==> src/rtl/viexo_axi4_pkg.sv <==
// Shared types and helpers for the viexo AXI4 write slave and its address generator.
// Optional WRAP support is controlled by VIEXO_AXI4_WSLAVE_WRAP_EN in the modules that import this.
package viexo_axi4_pkg;

  typedef enum logic [1:0] {
    BURST_FIXED = 2'b00,
    BURST_INCR  = 2'b01,
    BURST_WRAP  = 2'b10,
    BURST_RSVD  = 2'b11
  } burst_t;

  typedef enum logic [1:0] {
    RESP_OKAY   = 2'b00,
    RESP_SLVERR = 2'b10
  } resp_t;

  typedef enum logic [1:0] {
    ST_IDLE,
    ST_DATA,
    ST_RESP
  } state_t;

  // Byte lanes touched by one beat of 2**size bytes, aligned down inside the bus word.
  function automatic logic [15:0] lane_mask(input logic [3:0] addr_lsbs, input logic [2:0] size);
    logic [15:0] m;
    int          nbytes;
    int          off;
    nbytes = 1 << size;
    off    = int'(addr_lsbs) & ~(nbytes - 1);
    m      = '0;
    for (int i = 0; i < 16; i++) begin
      m[i] = (i >= off) && (i < off + nbytes);
    end
    return m;
  endfunction

endpackage

==> src/rtl/viexo_axi4_addrgen.sv <==
// Combinational AXI4 next-beat address and byte-lane mask; shared with the future read slave.
// WRAP arithmetic exists only when VIEXO_AXI4_WSLAVE_WRAP_EN is defined.
module viexo_axi4_addrgen
  import viexo_axi4_pkg::*;
#(
  parameter int ADDR_W = 16,
  parameter int DATA_W = 32
) (
  input  logic [ADDR_W-1:0]   addr,
  input  logic [2:0]          size,
  input  logic [7:0]          len,
  input  logic [1:0]          burst,
  output logic [ADDR_W-1:0]   next_addr,
  output logic [DATA_W/8-1:0] strb_mask
);

  localparam int LSB    = $clog2(DATA_W / 8);
  localparam int STRB_W = DATA_W / 8;

  logic [ADDR_W-1:0] step;

  assign step      = ADDR_W'(32'd1 << size);
  assign strb_mask = STRB_W'(lane_mask(4'(addr[LSB-1:0]), size));

`ifdef VIEXO_AXI4_WSLAVE_WRAP_EN
  logic [ADDR_W-1:0] wrap_mask;

  // Wrap window is (len+1) beats long; legal lengths make it a power of two.
  assign wrap_mask = ADDR_W'(((32'(len) + 32'd1) << size) - 32'd1);

  always_comb begin
    next_addr = addr;
    case (burst)
      BURST_INCR: next_addr = addr + step;
      BURST_WRAP: next_addr = (addr & ~wrap_mask) | ((addr + step) & wrap_mask);
      default:    next_addr = addr;
    endcase
  end
`else
  logic len_unused;

  assign len_unused = ^len;

  always_comb begin
    next_addr = addr;
    case (burst)
      BURST_INCR: next_addr = addr + step;
      default:    next_addr = addr;
    endcase
  end
`endif

endmodule

==> src/rtl/viexo_axi4_wslave.sv <==
// AXI4 write-channel slave driving an external byte-enabled memory port, one burst at a time.
// Define VIEXO_AXI4_WSLAVE_WRAP_EN to accept WRAP bursts; otherwise they are answered with SLVERR.
module viexo_axi4_wslave
  import viexo_axi4_pkg::*;
#(
  parameter int ADDR_W = 16,
  parameter int DATA_W = 32,
  parameter int ID_W   = 4
) (
  input  logic                                  aclk,
  input  logic                                  areset,
  input  logic [ID_W-1:0]                       awid,
  input  logic [31:0]                           awaddr,
  input  logic [7:0]                            awlen,
  input  logic [2:0]                            awsize,
  input  logic [1:0]                            awburst,
  input  logic                                  awvalid,
  output logic                                  awready,
  input  logic [DATA_W-1:0]                     wdata,
  input  logic [DATA_W/8-1:0]                   wstrb,
  input  logic                                  wlast,
  input  logic                                  wvalid,
  output logic                                  wready,
  output logic [ID_W-1:0]                       bid,
  output logic [1:0]                            bresp,
  output logic                                  bvalid,
  input  logic                                  bready,
  output logic                                  mem_we,
  output logic [ADDR_W-$clog2(DATA_W/8)-1:0]    mem_addr,
  output logic [DATA_W-1:0]                     mem_wdata,
  output logic [DATA_W/8-1:0]                   mem_wstrb
);

  localparam int          LSB      = $clog2(DATA_W / 8);
  localparam int          STRB_W   = DATA_W / 8;
  localparam int          MA_W     = ADDR_W - LSB;
  localparam logic [2:0]  MAX_SIZE = 3'(LSB);

  state_t              state_q, state_d;
  logic                awready_q, awready_d;
  logic                wready_q, wready_d;
  logic                bvalid_q, bvalid_d;
  logic [1:0]          bresp_q, bresp_d;
  logic [ID_W-1:0]     bid_q, bid_d;
  logic                mem_we_q, mem_we_d;
  logic [MA_W-1:0]     mem_addr_q, mem_addr_d;
  logic [DATA_W-1:0]   mem_wdata_q, mem_wdata_d;
  logic [STRB_W-1:0]   mem_wstrb_q, mem_wstrb_d;

  logic [ID_W-1:0]     id_q, id_d;
  logic [ADDR_W-1:0]   addr_q, addr_d;
  logic [7:0]          len_q, len_d;
  logic [2:0]          size_q, size_d;
  logic [1:0]          burst_q, burst_d;
  logic                err_q, err_d;
  logic [8:0]          cnt_q, cnt_d;

  logic [ADDR_W-1:0]   next_addr;
  logic [STRB_W-1:0]   lane_strb;
  logic                aw_err;
  logic                wrap_err;
  logic [9:0]          beat_num;
  logic [9:0]          len_p1;
  logic                beat_err;
  logic                err_now;

  viexo_axi4_addrgen #(
    .ADDR_W (ADDR_W),
    .DATA_W (DATA_W)
  ) u_addrgen (
    .addr      (addr_q),
    .size      (size_q),
    .len       (len_q),
    .burst     (burst_q),
    .next_addr (next_addr),
    .strb_mask (lane_strb)
  );

`ifdef VIEXO_AXI4_WSLAVE_WRAP_EN
  assign wrap_err = (awburst == BURST_WRAP) &&
                    (!(awlen inside {8'd1, 8'd3, 8'd7, 8'd15}) ||
                     ((awaddr & ((32'd1 << awsize) - 32'd1)) != '0));
`else
  assign wrap_err = (awburst == BURST_WRAP);
`endif

  assign aw_err = ((awaddr >> ADDR_W) != '0) || (awsize > MAX_SIZE) ||
                  (awburst == BURST_RSVD) || wrap_err;

  always_comb begin
    state_d     = state_q;
    awready_d   = awready_q;
    wready_d    = wready_q;
    bvalid_d    = bvalid_q;
    bresp_d     = bresp_q;
    bid_d       = bid_q;
    mem_we_d    = 1'b0;
    mem_addr_d  = mem_addr_q;
    mem_wdata_d = mem_wdata_q;
    mem_wstrb_d = mem_wstrb_q;
    id_d        = id_q;
    addr_d      = addr_q;
    len_d       = len_q;
    size_d      = size_q;
    burst_d     = burst_q;
    err_d       = err_q;
    cnt_d       = cnt_q;
    beat_num    = {1'b0, cnt_q} + 10'd1;
    len_p1      = {2'b00, len_q} + 10'd1;
    beat_err    = 1'b0;
    err_now     = err_q;

    case (state_q)
      ST_IDLE: begin
        awready_d = 1'b1;
        if (awvalid && awready_q) begin
          id_d      = awid;
          addr_d    = awaddr[ADDR_W-1:0];
          len_d     = awlen;
          size_d    = awsize;
          burst_d   = awburst;
          err_d     = aw_err;
          cnt_d     = '0;
          awready_d = 1'b0;
          wready_d  = 1'b1;
          state_d   = ST_DATA;
        end
      end

      ST_DATA: begin
        if (wvalid && wready_q) begin
          // A beat that breaks the length contract is itself not written.
          beat_err = wlast ? (beat_num != len_p1) : (beat_num > len_p1);
          err_now  = err_q || beat_err;
          err_d    = err_now;
          cnt_d    = (cnt_q == 9'd256) ? cnt_q : cnt_q + 9'd1;
          addr_d   = next_addr;
          if (!err_now) begin
            mem_we_d    = 1'b1;
            mem_addr_d  = addr_q[ADDR_W-1:LSB];
            mem_wdata_d = wdata;
            mem_wstrb_d = wstrb & lane_strb;
          end
          if (wlast) begin
            wready_d = 1'b0;
            bvalid_d = 1'b1;
            bresp_d  = err_now ? RESP_SLVERR : RESP_OKAY;
            bid_d    = id_q;
            state_d  = ST_RESP;
          end
        end
      end

      ST_RESP: begin
        if (bready && bvalid_q) begin
          bvalid_d  = 1'b0;
          awready_d = 1'b1;
          state_d   = ST_IDLE;
        end
      end

      default: state_d = ST_IDLE;
    endcase
  end

  always_ff @(posedge aclk) begin
    if (areset) begin
      state_q     <= ST_IDLE;
      awready_q   <= 1'b0;
      wready_q    <= 1'b0;
      bvalid_q    <= 1'b0;
      bresp_q     <= '0;
      bid_q       <= '0;
      mem_we_q    <= 1'b0;
      mem_addr_q  <= '0;
      mem_wdata_q <= '0;
      mem_wstrb_q <= '0;
      id_q        <= '0;
      addr_q      <= '0;
      len_q       <= '0;
      size_q      <= '0;
      burst_q     <= '0;
      err_q       <= 1'b0;
      cnt_q       <= '0;
    end else begin
      state_q     <= state_d;
      awready_q   <= awready_d;
      wready_q    <= wready_d;
      bvalid_q    <= bvalid_d;
      bresp_q     <= bresp_d;
      bid_q       <= bid_d;
      mem_we_q    <= mem_we_d;
      mem_addr_q  <= mem_addr_d;
      mem_wdata_q <= mem_wdata_d;
      mem_wstrb_q <= mem_wstrb_d;
      id_q        <= id_d;
      addr_q      <= addr_d;
      len_q       <= len_d;
      size_q      <= size_d;
      burst_q     <= burst_d;
      err_q       <= err_d;
      cnt_q       <= cnt_d;
    end
  end

  assign awready   = awready_q;
  assign wready    = wready_q;
  assign bvalid    = bvalid_q;
  assign bresp     = bresp_q;
  assign bid       = bid_q;
  assign mem_we    = mem_we_q;
  assign mem_addr  = mem_addr_q;
  assign mem_wdata = mem_wdata_q;
  assign mem_wstrb = mem_wstrb_q;

endmodule
==> config.mk <==
export PLATFORM = sky130hd
export DESIGN_NAME = viexo_axi4_wslave
export DESIGN_NICKNAME = d
export VERILOG_FILES = /design/src/rtl/viexo_axi4_pkg.sv /design/src/rtl/viexo_axi4_addrgen.sv /design/src/rtl/viexo_axi4_wslave.sv
export SDC_FILE = /design/constraint.sdc
export NUM_CORES = 1
export LEC_CHECK = 0
export CAP_MARGIN = 15
export CORE_ASPECT_RATIO = 1.75
export CORE_MARGIN = 2
export CORE_UTILIZATION = 53
export DETAILED_ROUTE_END_ITERATION = 8
export PLACE_DENSITY_LB_ADDON = 0.12
export SYNTH_ARGS = -nofsm -noshare
export SYNTH_HDL_FRONTEND = slang
export SYNTH_SLANG_ARGS = --single-unit
==> constraint.sdc <==
create_clock -name aclk -period 5.3 [get_ports aclk]
set_input_delay 0.53 -clock aclk [delete_from_list [all_inputs] [get_ports aclk]]
set_output_delay 0.53 -clock aclk [all_outputs]
set_load 0.01 [all_outputs]
Word-level counts from Yosys, hierarchy flattened

Index checks and enable logic that the tools add are counted.

Add/sub/neg operators: 6
Order comparisons: 10
Equality and inequality tests: 13
Shift-type cells: 1
Mux-type cells: 30
Bitwise logic cells: 6
Reduce and logical (&&, ||, !) cells: 27

Operator list:

| cell                    | number |
|---|---|
| $ge A3 B32 Y1 const A   | 2 |
| $lt A3 B32 Y1 const A   | 2 |
| $mux W16                | 3 |
| $add A32 B32 Y32        | 1 |
| $and A3 B32 Y32         | 1 |
| $ge A1 B32 Y1 const A   | 1 |
| $ge A2 B32 Y1 const A   | 1 |
| $lt A1 B32 Y1 const A   | 1 |
| $lt A2 B32 Y1 const A   | 1 |
| $not A32 Y32            | 1 |
| $pmux W16 S2            | 1 |
| $reduce_bool A32 Y1     | 1 |
| $shl A1 B3 Y32 const A  | 1 |
| $sub A32 B2 Y32 const B | 1 |
| $mux W9                 | 3 |
| $reduce_and A4 Y1       | 5 |
| $pmux W9 S2             | 1 |
| $add A16 B16 Y16        | 1 |
| $mux W1                 | 12 |
| $add A9 B1 Y10 const B  | 1 |
| $gt A10 B9 Y1           | 1 |
| $mux W2                 | 5 |
| $ne A10 B9 Y1           | 1 |
| $ne A2 B2 Y1 const B    | 5 |
| 18 further kinds        | 40 |

Register bits: 105
Bits of input ports: 91
Output and inout bits: 60
Word-level logic and storage cells: 110

Depth between registers and ports, before layout

Word-level depth: 8
Depth in mapped cells: 12
Depth with buffers taken out: 10

By module

From an unflattened synthesis, not the netlist that was laid out.

Cell total of the unflattened synthesis: 676
Area total of the unflattened synthesis: 5,381.4 um2

Modules (own cells, without submodules):

| module             | instances | cells each | area an instance (um2) | sequential area each (um2) |
|---|---|---|---|---|
| viexo_axi4_wslave  | 1         | 569        | 4,664.5                | 2,082.0 |
| viexo_axi4_addrgen | 1         | 107        | 716.9                  | 0.0 |

Worst setup path after synthesis

Ideal clock, no wire load.

Path type: register to register
From: register cnt_q[0]
To: register mem_addr_q[0] (netlist: mem_addr[0])
Setup time: 132 ps
Arrival time: 2,503 ps
Required time: 5,168 ps
Slack: 2,665 ps
Cell stages (with the launch flop): 12
Buffers on the path: 1
Period minus slack after synthesis: 2,635 ps
Cell sequence: dfxtp_1 > ha_1 > nand3_1 > nor3_1 > xor2_1 > ha_1 > nand2_1 > or3_1 > o211a_2 > clkbuf_1 > o31ai_1 > a21oi_1

Longest elaborated chain between the ends: 6
Elaborated cells between the ends (all ways): 7
Classes of those cells: add/sub: 1; order compare: 1; eq/ne: 1; mux: 1; bitwise: 1; reduce/logical: 2

Ends and longest elaborated chain:

| element                                        | line                     | source |
|---|---|---|
| start: declaration                             | viexo_axi4_wslave.sv:56  | `logic [8:0] cnt_q, cnt_d;` |
| start signal: assignment                       | viexo_axi4_wslave.sv:202 | `cnt_q <= cnt_d;` |
| $add A9 B1 Y10 *                               | viexo_axi4_wslave.sv:108 | `beat_num = {1'b0, cnt_q} + 10'd1;` |
| $gt A10 B9 Y1 or $ne A10 B9 Y1 (tied branches) | viexo_axi4_wslave.sv:133 | `beat_err = wlast ? (beat_num != len_p1) : (beat_num > len_p1);` |
| $mux W1 *                                      | viexo_axi4_wslave.sv:133 |  |
| $logic_or A1 B1 Y1 *                           | viexo_axi4_wslave.sv:134 | `err_now = err_q \|\| beat_err;` |
| $not A1 Y1 (no line) *                         | --                       |  |
| $reduce_and A3 Y1 (no line) *                  | --                       |  |
| end signal: assignment                         | viexo_axi4_wslave.sv:193 | `mem_addr_q <= mem_addr_d;` |
| end: declaration                               | viexo_axi4_wslave.sv:46  | `logic [MA_W-1:0] mem_addr_q, mem_addr_d;` |

Mark *: on every way between the ends. The rest lies on a longest branch, timed or not.
A chain may end at the register's enable or synchronous reset.

Final worst setup path

From: register cnt_q[0]
To: register mem_addr_q[8] (netlist: mem_addr[8])

The elaborated chain is that of the path after synthesis.

==> metrics.md <==
| Metric | Value |
|---|---|
| ANT nets after route | 0 |
| Area share of the largest cell type after synthesis | between 30 and 40% |
| Number of fill cells | 881 |
| Run status | complete, no violations |
| Net total in the final layout | approximately 920 |
| Mapped Avg Cell Area | between 8 and 9 sq um |
| Count leader, synth | sky130_fd_sc_hd__dfxtp_1 |
| Clock latency on the worst-skew pair | ~0.35 ns |
| Category of the critical setup timing path | flip-flop to flip-flop |
| Family with the most delay on the worst path | simple AND/OR/NAND/NOR gates |
| Top-level I/O count | around 150 |
| Number of synthesized flops with an enable pin | 0 |
| Fraction of layout cells with a size suffix above 1 | 4.691% |
| Crit path cell chain | ha_1 -> nand3_1 -> nor3_1 -> xor2_1 -> ha_1 -> nand2_1 -> or3_1 -> o211ai_1 -> buf_4 -> nand3_1 -> mux2_1 |
| Count of routing violations after the opening detailed-route iteration | 340 |
| Library cell occupying the most area in the post-synthesis netlist | sky130_fd_sc_hd__dfxtp_1 |
| Router iterations before antenna repair | 5 |
| Critical path peak fanout | 47 |
| Register bit count reported by yosys | about 100 |
| Fraction of synthesis flops using an asynchronous set or reset pin | 0% |
| Slew at the pin closest to its max-slew limit | between 1 and 1.5 ns |
| Worst path buffer plus inverter count | 1 |
| Share of the clock period used by the worst path | about two thirds |
| Area enclosed by the die boundary | between 10000 and 15000 sq um |
| Clk slew on worst S/H paths | around 0.07 ns |
| Part of the Yosys area used for sequential elements | 36.56% |
| Max-cap check violation count | 0 |
| Worst EP arrival | 3.71 ns |
| CTS buffer count | 9 |
| Type of the worst min-delay path | flip-flop to flip-flop |
| Hold Violations, Final | 0 |
| Horizontal extent of the die | about 82 um |
| Final Routed Wirelength | roughly 16 mm |
| Synth warnings | 0 |
| Setup violation total in the final timing report | 0 |
| Initial cell density of the core | 53.87% |
| Drc violations | 0 |
| Worst hold slack | ~0.46 ns |
| Count of antenna diodes in the layout | 0 |
| Vias after detailed routing | just under 6000 |
| Worst stage delay on the critical path | about 0.45 ns |
| Cell count after synthesis | ~700 |
| Wire length of the first global-routing pass | 25.52 mm |
| Number of global-route vias before repair | between 5000 and 6000 |
| Setup repair after global routing missed its margin | false |
| Number of I/O port buffers | about 150 |
| Number of buffers inserted by post-CTS setup repair | 0 |
| Time the final worst path needs with I/O delays and setup | approximately 3.5 ns |
| CP endpoint kind | flip-flop |
| CTS HTree Levels | 3 |
| Maximum clock rate | roughly 290 MHz |
| Area added between synthesis and finish | 29.90% |
| DP HPWL | roughly 11 mm |
| Net count of the mapped netlist | ~800 |
| DIE HEIGHT | approximately 140 um |
| Clock tree from TritonCTS | built |
| Average detailed-routed wire length per instance | between 15 and 20 um |
| # clock sinks | 104 |
| Largest voltage drop on the vdd net | approximately 0.19 mV |
| Most used flip-flop cell after synthesis | sky130_fd_sc_hd__dfxtp_1 |
| Global Route Usage Sum | 27.32% |
| Final count of pins violating max slew | 0 |
| Clock root buffer | sky130_fd_sc_hd__clkbuf_16 |
| Remaining global-route overflow | 0 |
| Setup tns final | 0 ns |
| Pin count of the biggest net entering global routing | 60 |
| Count of cells resized by post-cts repair | 0 |
| Core area | roughly 11000 sq um |
| Post-synthesis cell area | roughly 5700 sq um |
| Commonest cells post-synth | 104 x sky130_fd_sc_hd__dfxtp_1, 99 x sky130_fd_sc_hd__a21oi_1, 83 x sky130_fd_sc_hd__nand2_1, 51 x sky130_fd_sc_hd__nand4_1, 47 x sky130_fd_sc_hd__o31ai_1 |
| Crit path max-delay cell type | sky130_fd_sc_hd__buf_4 |
| Leakage Power | 2.532 nW |
| Placement Rows | 50 |
| Final Skew | 0.008680 ns |
| Post-DR vias/cell | ~6.1 |
| Maximum clock insertion buffer count | 2 |
| Initial antenna violation count | 0 |
| Data required, critical path | around 5.5 ns |
| Main area contributors after synthesis | sky130_fd_sc_hd__dfxtp_1 37%, sky130_fd_sc_hd__a21oi_1 8.7%, sky130_fd_sc_hd__o31ai_1 6.2% |
| Number of different library cells in the post-synthesis netlist | roughly 70 |
| Pwr/cell area | 249.7 nW/um^2 |
| Weighted congestion reported at the end of routability-driven placement | around 0.86 |
| Launching element type of the critical path | flip-flop |
| Number of buffers inserted for hold repair after clock tree synthesis | 0 |
| Relative slew slack | 26.98% |
[routing by layer]
metal	part of all wire, %	track usage, %	wire [um]	vias up
li1	-	-	-	2802
met1	39	31.43	6258	2721
met2	52	47.84	8261	203
met3	5.4	4.417	862	39
met4	3.3	12.46	517	0
met5	0	0	0	-
[cell type report]
| class | count | area [sq um] | share of cell area [%] |
|---|---|---|---|
| Clock buffer | 12 | 236.5 | 3.196 |
| Clock inverter | 4 | 55.05 | 0.7441 |
| Inverter | 9 | 33.78 | 0.4566 |
| Multi-Input combinational cell | 523 | 3272 | 44.22 |
| Sequential cell | 104 | 2082 | 28.14 |
| Tap cell | 130 | 162.7 | 2.199 |
| Timing Repair Buffer | 158 | 1556 | 21.04 |
[worst paths after layout]
path / from / to / slack (ns) / cells past startpoint
max: cnt_q[0] / mem_addr[8] / 1.83 / 11
max reg2reg: cnt_q[0] / mem_addr[8] / 1.83 / 11
min: burst_q[1] / burst_q[1] / 0.46 / 2
min reg2reg: burst_q[1] / burst_q[1] / 0.46 / 2
[layout by cell type (no fill, tap or decap), types with 2 or more instances in the layout]
cell                              count
sky130_fd_sc_hd__and3_1               6
sky130_fd_sc_hd__nand2b_1             2
sky130_fd_sc_hd__clkinv_4             2
sky130_fd_sc_hd__o31ai_1             47
sky130_fd_sc_hd__o211ai_1             8
sky130_fd_sc_hd__nand3b_1             6
sky130_fd_sc_hd__clkdlybuf4s50_1    148
sky130_fd_sc_hd__mux2i_1              3
sky130_fd_sc_hd__nand4b_1             2
sky130_fd_sc_hd__nor3b_1              7
sky130_fd_sc_hd__a21oi_1             99
sky130_fd_sc_hd__buf_4               10
sky130_fd_sc_hd__xnor2_1              8
sky130_fd_sc_hd__nor4_1               8
sky130_fd_sc_hd__o311ai_1             3
sky130_fd_sc_hd__dfxtp_1            104
sky130_fd_sc_hd__and3b_1              3
sky130_fd_sc_hd__or3_1                4
sky130_fd_sc_hd__o21bai_1             2
sky130_fd_sc_hd__nand2_1             83
sky130_fd_sc_hd__inv_1                9
sky130_fd_sc_hd__o21ai_1             11
sky130_fd_sc_hd__nor3_1              13
sky130_fd_sc_hd__clkbuf_16            9
sky130_fd_sc_hd__nor2_1              36
sky130_fd_sc_hd__clkbuf_1             3
sky130_fd_sc_hd__ha_1                22
sky130_fd_sc_hd__a211oi_1             6
sky130_fd_sc_hd__a31oi_1              2
sky130_fd_sc_hd__xor2_1               8
sky130_fd_sc_hd__nand3_1             15
sky130_fd_sc_hd__a311oi_1             2
sky130_fd_sc_hd__a2bb2oi_1            2
sky130_fd_sc_hd__a21o_1               8
sky130_fd_sc_hd__o21ai_0             13
sky130_fd_sc_hd__nand4_1             51
sky130_fd_sc_hd__nor2b_1              9
[cell families after synthesis]
group | share of synthesized area, %
buffers and inverters | 6.041
XOR/XNOR | 2.461
other | 0.06584
AND/OR/NAND/NOR | 23.62
flip-flops | 36.56
AO/OA/AOI/OAI | 25.15
adder cells (fa/ha/maj) | 5.184
multiplexers | 0.9227
[flip-flops by register name, indices dropped and copies added (netlist names)]
register	cells
awready	1
burst_q	2
state_q	2
bresp	1
bvalid	1
mem_we	1
mem_wstrb	4
mem_wdata	32
mem_addr	14
id_q	4
cnt_q	9
len_q	8
err_q	1
size_q	3
wready	1
bid	4
addr_q	16
[metrics by stage]
step / setup WS (ns) / total power, W / area (sq um) / util [%] / cells
2_1_floorplan: 2.665 / 0.001075 / 5695 / - / 699
3_5_place_dp: 1.923 / 0.001199 / 7107 / 67.22 / 924
4_1_cts: 1.887 / 0.001850 / 7398 / 69.98 / 940
3_3_place_gp: 2.064 / 0.001189 / 7107 / 67.22 / 924
5_1_grt: 1.583 / 0.001923 / 7398 / 69.98 / 940
6_report: 1.828 / 0.001847 / 7398 / 69.98 / 940
[worst register-to-register path: stages, from the launching register on]
cell and delay, ns:
sky130_fd_sc_hd__dfxtp_1 0.44, sky130_fd_sc_hd__ha_1 0.27, sky130_fd_sc_hd__nand3_1 0.20, sky130_fd_sc_hd__nor3_1 0.28, sky130_fd_sc_hd__xor2_1 0.27, sky130_fd_sc_hd__ha_1 0.20, sky130_fd_sc_hd__nand2_1 0.07, sky130_fd_sc_hd__or3_1 0.38
sky130_fd_sc_hd__o211ai_1 0.10, sky130_fd_sc_hd__buf_4 0.45, sky130_fd_sc_hd__nand3_1 0.33, sky130_fd_sc_hd__mux2_1 0.38
[power breakdown]
group	switching, W	internal [W]
clock	0.000291	0.000369
sequential	0.0000305	0.000804
combinational	0.000216	0.000136
total	0.000538	0.00131
Power figures use the tool's default switching activity.
